$ cat config.mk
export PLATFORM = sky130hd
export DESIGN_NAME = pipe_skid_reg
export DESIGN_NICKNAME = d
export VERILOG_FILES = /design/src/rtl/pipe_skid_reg.sv
export SDC_FILE = /design/constraint.sdc
export NUM_CORES = 1
export LEC_CHECK = 0
export ABC_CLOCK_PERIOD_IN_PS = 3700
export CORE_ASPECT_RATIO = 0.5
export CORE_MARGIN = 5
export CORE_UTILIZATION = 25
export DETAILED_ROUTE_END_ITERATION = 7
export PLACE_DENSITY_LB_ADDON = 0.12
export SLEW_MARGIN = 30
export SYNTH_ARGS = -nofsm -noshare
export SYNTH_HDL_FRONTEND = slang
export SYNTH_SLANG_ARGS = --single-unit
export TNS_END_PERCENT = 50
$ cat constraint.sdc
create_clock -name clk -period 3.7 [get_ports clk]
set_input_delay 1.11 -clock clk [delete_from_list [all_inputs] [get_ports clk]]
set_output_delay 1.11 -clock clk [all_outputs]
set_load 0.05 [all_outputs]
$ cat src/rtl/pipe_skid_reg.sv
// Two-entry skid buffer pipeline register: in_ready comes only from registered
// state, so an out_ready stall never forms a combinational path back upstream.
module pipe_skid_reg #(
  parameter int unsigned       DATA_W = 64,
  parameter logic [DATA_W-1:0] BUBBLE = DATA_W'(64'h0000_0000_0000_0013),
  parameter int unsigned       CNT_W  = 16
) (
  input  logic              clk,
  input  logic              rst_n,
  input  logic              in_valid,
  output logic              in_ready,
  input  logic [DATA_W-1:0] in_data,
  output logic              out_valid,
  input  logic              out_ready,
  output logic [DATA_W-1:0] out_data,
  input  logic              flush,
  output logic [1:0]        occupancy,
  output logic [CNT_W-1:0]  stall_cnt,
  input  logic              stall_cnt_clr
);

  typedef enum logic [1:0] {
    EMPTY = 2'd0,
    ONE   = 2'd1,
    TWO   = 2'd2
  } state_e;

  localparam logic [CNT_W-1:0] CNT_MAX = '1;

  state_e            state_q, state_d;
  logic [DATA_W-1:0] main_q, main_d;
  logic [DATA_W-1:0] skid_q, skid_d;
  logic [CNT_W-1:0]  stall_cnt_q, stall_cnt_d;
  logic              accept, pop;

  assign in_ready  = (state_q != TWO);
  assign out_valid = (state_q != EMPTY);
  assign occupancy = {state_q == TWO, state_q == ONE};
  assign out_data  = (state_q == EMPTY) ? BUBBLE : main_q;
  assign stall_cnt = stall_cnt_q;

  assign accept = in_valid & in_ready;
  assign pop    = out_valid & out_ready;

  // Flush wins over every transfer; the main register always holds the oldest entry.
  always_comb begin
    state_d = state_q;
    main_d  = main_q;
    skid_d  = skid_q;
    if (flush) begin
      state_d = EMPTY;
      main_d  = BUBBLE;
      skid_d  = BUBBLE;
    end else begin
      case (state_q)
        EMPTY: begin
          if (accept) begin
            state_d = ONE;
            main_d  = in_data;
          end
        end
        ONE: begin
          if (accept && !pop) begin
            state_d = TWO;
            skid_d  = in_data;
          end else if (accept && pop) begin
            main_d = in_data;
          end else if (pop) begin
            state_d = EMPTY;
          end
        end
        TWO: begin
          if (pop) begin
            state_d = ONE;
            main_d  = skid_q;
          end
        end
        default: begin
          state_d = EMPTY;
          main_d  = BUBBLE;
          skid_d  = BUBBLE;
        end
      endcase
    end
  end

  // Back-pressure counter saturates rather than wraps; clear beats increment.
  always_comb begin
    stall_cnt_d = stall_cnt_q;
    if (stall_cnt_clr) begin
      stall_cnt_d = '0;
    end else if (out_valid && !out_ready && stall_cnt_q != CNT_MAX) begin
      stall_cnt_d = stall_cnt_q + 1'b1;
    end
  end

  always_ff @(posedge clk or negedge rst_n) begin
    if (!rst_n) begin
      state_q     <= EMPTY;
      main_q      <= BUBBLE;
      skid_q      <= BUBBLE;
      stall_cnt_q <= '0;
    end else begin
      state_q     <= state_d;
      main_q      <= main_d;
      skid_q      <= skid_d;
      stall_cnt_q <= stall_cnt_d;
    end
  end

endmodule
==> qor.yml <==
run_status:
  outcome: "finished clean"
routing:
  antenna_violating_nets_left: 0
  routed-wl-met2_um: 11060
  drt-wirelength-per-cell_um: 17.85
  num_vias: 5708
  drt_iter0_markers: 370
  routed_wirelength_um: 21720
  routedLengthMet1_um: 9727
  via_per_inst: 4.690
  route.met3.wl_um: 586
  topRoutingLayerUsed: "met4"
  drt_pre_antenna_iters: 4
  route.detailed.drc: 0
final_layout:
  layout-drive-gt1-share_pct: 16.43
  design.final.nets: 892
  area.sequential_um2: 3662
  filler_cell_count_in_the_final_layout: 2787
  flow.area_growth_from_synthesis_pct: 45.51
  multi_input_area_um2: 3042
critical_path:
  setup.worst_path.start_class: "register"
  worst-r2r-setup-slack_ns: 1.36
  path_cells: "nor2b_1 > clkdlybuf4s50_1"
  cp_slowest_stage_delay_ns: 0.83
  critPathTopFamily: "buffers and inverters"
  required_ns: 2.59
  critical_path.max_fanout: 8
  timing.critical_path.buf_inv: 1
  cp_slowest_cell: "clkdlybuf4s50_1"
  worst_path_class_setup: "register to output pin"
  setup.worst_path.end_class: "output pin"
  critPathArrivalTime_ns: 2.08
clock_tree:
  htree_levels: 4
  cts_tree: "yes"
  worst_skew_pair.late_latency_ns: 0.43
  cts_setup_buffers: 0
  tritoncts_num_sinks: 146
  cts_resized: 0
  ctsHoldBuffers: 0
  clkTransAtPathRegs_ns: 0.06
  cts_inserted_buffers: 17
  clockBufferDepth: 2
  cts-root-buf: "clkbuf_16"
sta:
  setup_violations: 0
  worst_pin_slew_ns: 0.8635
  post-route-worst-setup-slack_ns: 0.5110
  maxSlewViolCount: 0
  post-route-period-util_pct: 86.19
  grt_setup_unrepaired: "false"
  timing.final.crit_period_ns: 3.189
  timing.fmax_mhz: 313.6
  setup_tns_ns: 0
  timing.max_slew.rel_slack_pct: 42.43
  timing.clock.skew_ns: 0.004838
  finalHoldViolCount: 0
synthesis:
  synthDominantCellAreaShare_pct: 50.42
  synthDistinctLibCells: 37
  syn-cell-area_um2: 6948
  syn_avg_cell_area_um2: 9.968
  post_synth_inst_count: 697
  postSynth.topFlopCell: "dfrtp_1"
  postSynthNetCount: 768
  yosys_warnings: 0
  synth_top_cell_by_area: "dfrtp_1"
  ys_seq_elements: 146
  yosysSeqAreaShare_pct: 52.69
  synthArstFlopShare_pct: 100.0
  synth.top_cells.by_area: "dfrtp_1 50%, a22o_1 7.7%, o31ai_1 7.5%, nor2b_1 6.1%, a21oi_1 5.8%"
  synth_edf_count: 0
place:
  dp_slack_ns: 0.5182
  port-buffer-count: 153
  last_weighted_congestion_value_of_the_routability_driven_placer: 0.7269
  dp_wirelength_um: 13020
floorplanning:
  die_height_um: 127.9
  io_pins: 154
  initial_utilization_pct: 25.22
  die_width_um: 245.8
  fp.dieArea_um2: 31430
  row_count: 43
  design.core.area_um2: 27550
global_route:
  pin_count_of_the_biggest_net_entering_global_routing: 66
  grt-ovfl-total: 0
  grt_pass1_wl_um: 34110
  gr-usage-all-layers_pct: 13.94
  grt_antenna_before_repair: 1
  first_global_vias: 5709
min_path:
  classification_of_the_worst_slack_hold_path: "register to register"
job:
  max-cap-violations: 0
power_and_ir_drop:
  power.leakage_nw: 4.239
  power.density_cell_area_nw_per_um2: 410.2
  vdd_drop_max_mv: 0.3403
-- cell families after synthesis --
family                   synth area share [%]
AND/OR/NAND/NOR                         19.70
AO/OA/AOI/OAI                           22.46
flip-flops                              52.69
buffers and inverters                   4.160
multiplexers                           0.8103
adder cells (fa/ha/maj)                0.1801
-- state kept, by name, summed over array words and instances, names as in the netlist --
register and cells:
state_q 2, main_q 64, stall_cnt 16, skid_q 64
-- report_power, final --
group | internal, mW | switching (mW) | leakage (nW)
Clock | 0.971 | 0.704 | 0.275
Combinational | 0.325 | 0.423 | 2.01
Sequential | 1.68 | 0.0412 | 1.95
Total | 2.98 | 1.17 | 4.24
-- through the flow --
| stage | power (mW) | area, µm² | std cells | utilization, % | hold slack (ns) |
|---|---|---|---|---|---|
| final | 4.147 | 10110 | 1217 | 36.70 | 0.4647 |
| after global routing | 4.333 | 10110 | 1217 | 36.70 | 0.4870 |
| after CTS | 4.215 | 10110 | 1216 | 36.69 | 0.4708 |
| after detailed placement | 2.518 | 9549 | 1184 | 34.67 | 0.4571 |
| after global placement | 2.511 | 9549 | 1184 | 34.67 | 0.4510 |
| after floorplan | 2.119 | 6948 | 697 | - | 0.4402 |
-- path summary, 6_finish.rpt --
path / from / endpoint / depth (start not counted)
worst min-delay path: main_q[37] / main_q[37] / 2
worst max-delay path: state_q[0] / occupancy[0] / 2
worst max register to register: stall_cnt[0] / stall_cnt[5] / 6
max in group asynchronous: rst_n / skid_q[21] / 2
worst min register to register: main_q[37] / main_q[37] / 2
min in group asynchronous: rst_n / main_q[49] / 1
-- layout by cell type, fill, tap and decap left out, types with 4 or more instances in the layout --
cell               n
or2_2              4
nor2_1            10
buf_12            68
nor3_1             4
buf_4             13
clkdlybuf4s50_1   85
a22o_1            61
a21oi_1           79
clkbuf_16         17
dfstp_2            6
dfrtp_1          139
nor2b_1           67
clkinv_2           6
nand3_1            7
or4_1              8
and2_1            61
nand2_1           69
inv_1             11
mux2_2             5
o31ai_1           69
-- metal layers --
| layer | vias up | GRT usage (%) |
|---|---|---|
| met4 | 0 | 4.949 |
| met5 | - | 0 |
| met1 | 2880 | 17.78 |
| met3 | 19 | 3.229 |
| met2 | 82 | 23.41 |
| li1 | 2727 | - |
-- area by class of cell --
| cell class | count | share of cell area [%] |
|---|---|---|
| clock inverter | 10 | 0.8292 |
| inverter | 11 | 0.4084 |
| timing repair buffer | 168 | 23.01 |
| multi-input combinational | 477 | 30.09 |
| sequential | 146 | 36.23 |
| clock buffer | 22 | 4.691 |
| antenna | 1 | 0.02475 |
| tap | 382 | 4.728 |
-- worst register-to-register path: stages, from the launching register on --
cell and delay, ns:
dfrtp_1 0.44, ha_1 0.23, nand4_1 0.19, nor4_2 0.73, buf_4 0.30, nor4_1 0.08, mux2_2 0.27
-- Yosys cell counts (5+ instances only) --
master,n
dfstp_2,6
mux2_2,5
a22o_1,61
clkbuf_1,57
nor2_1,10
inv_1,11
nand2_1,69
nand3_1,7
and2_1,61
a21oi_1,80
dfrtp_1,140
nor2b_1,68
o31ai_1,69
or4_1,8
Power figures use the tool's default switching activity.
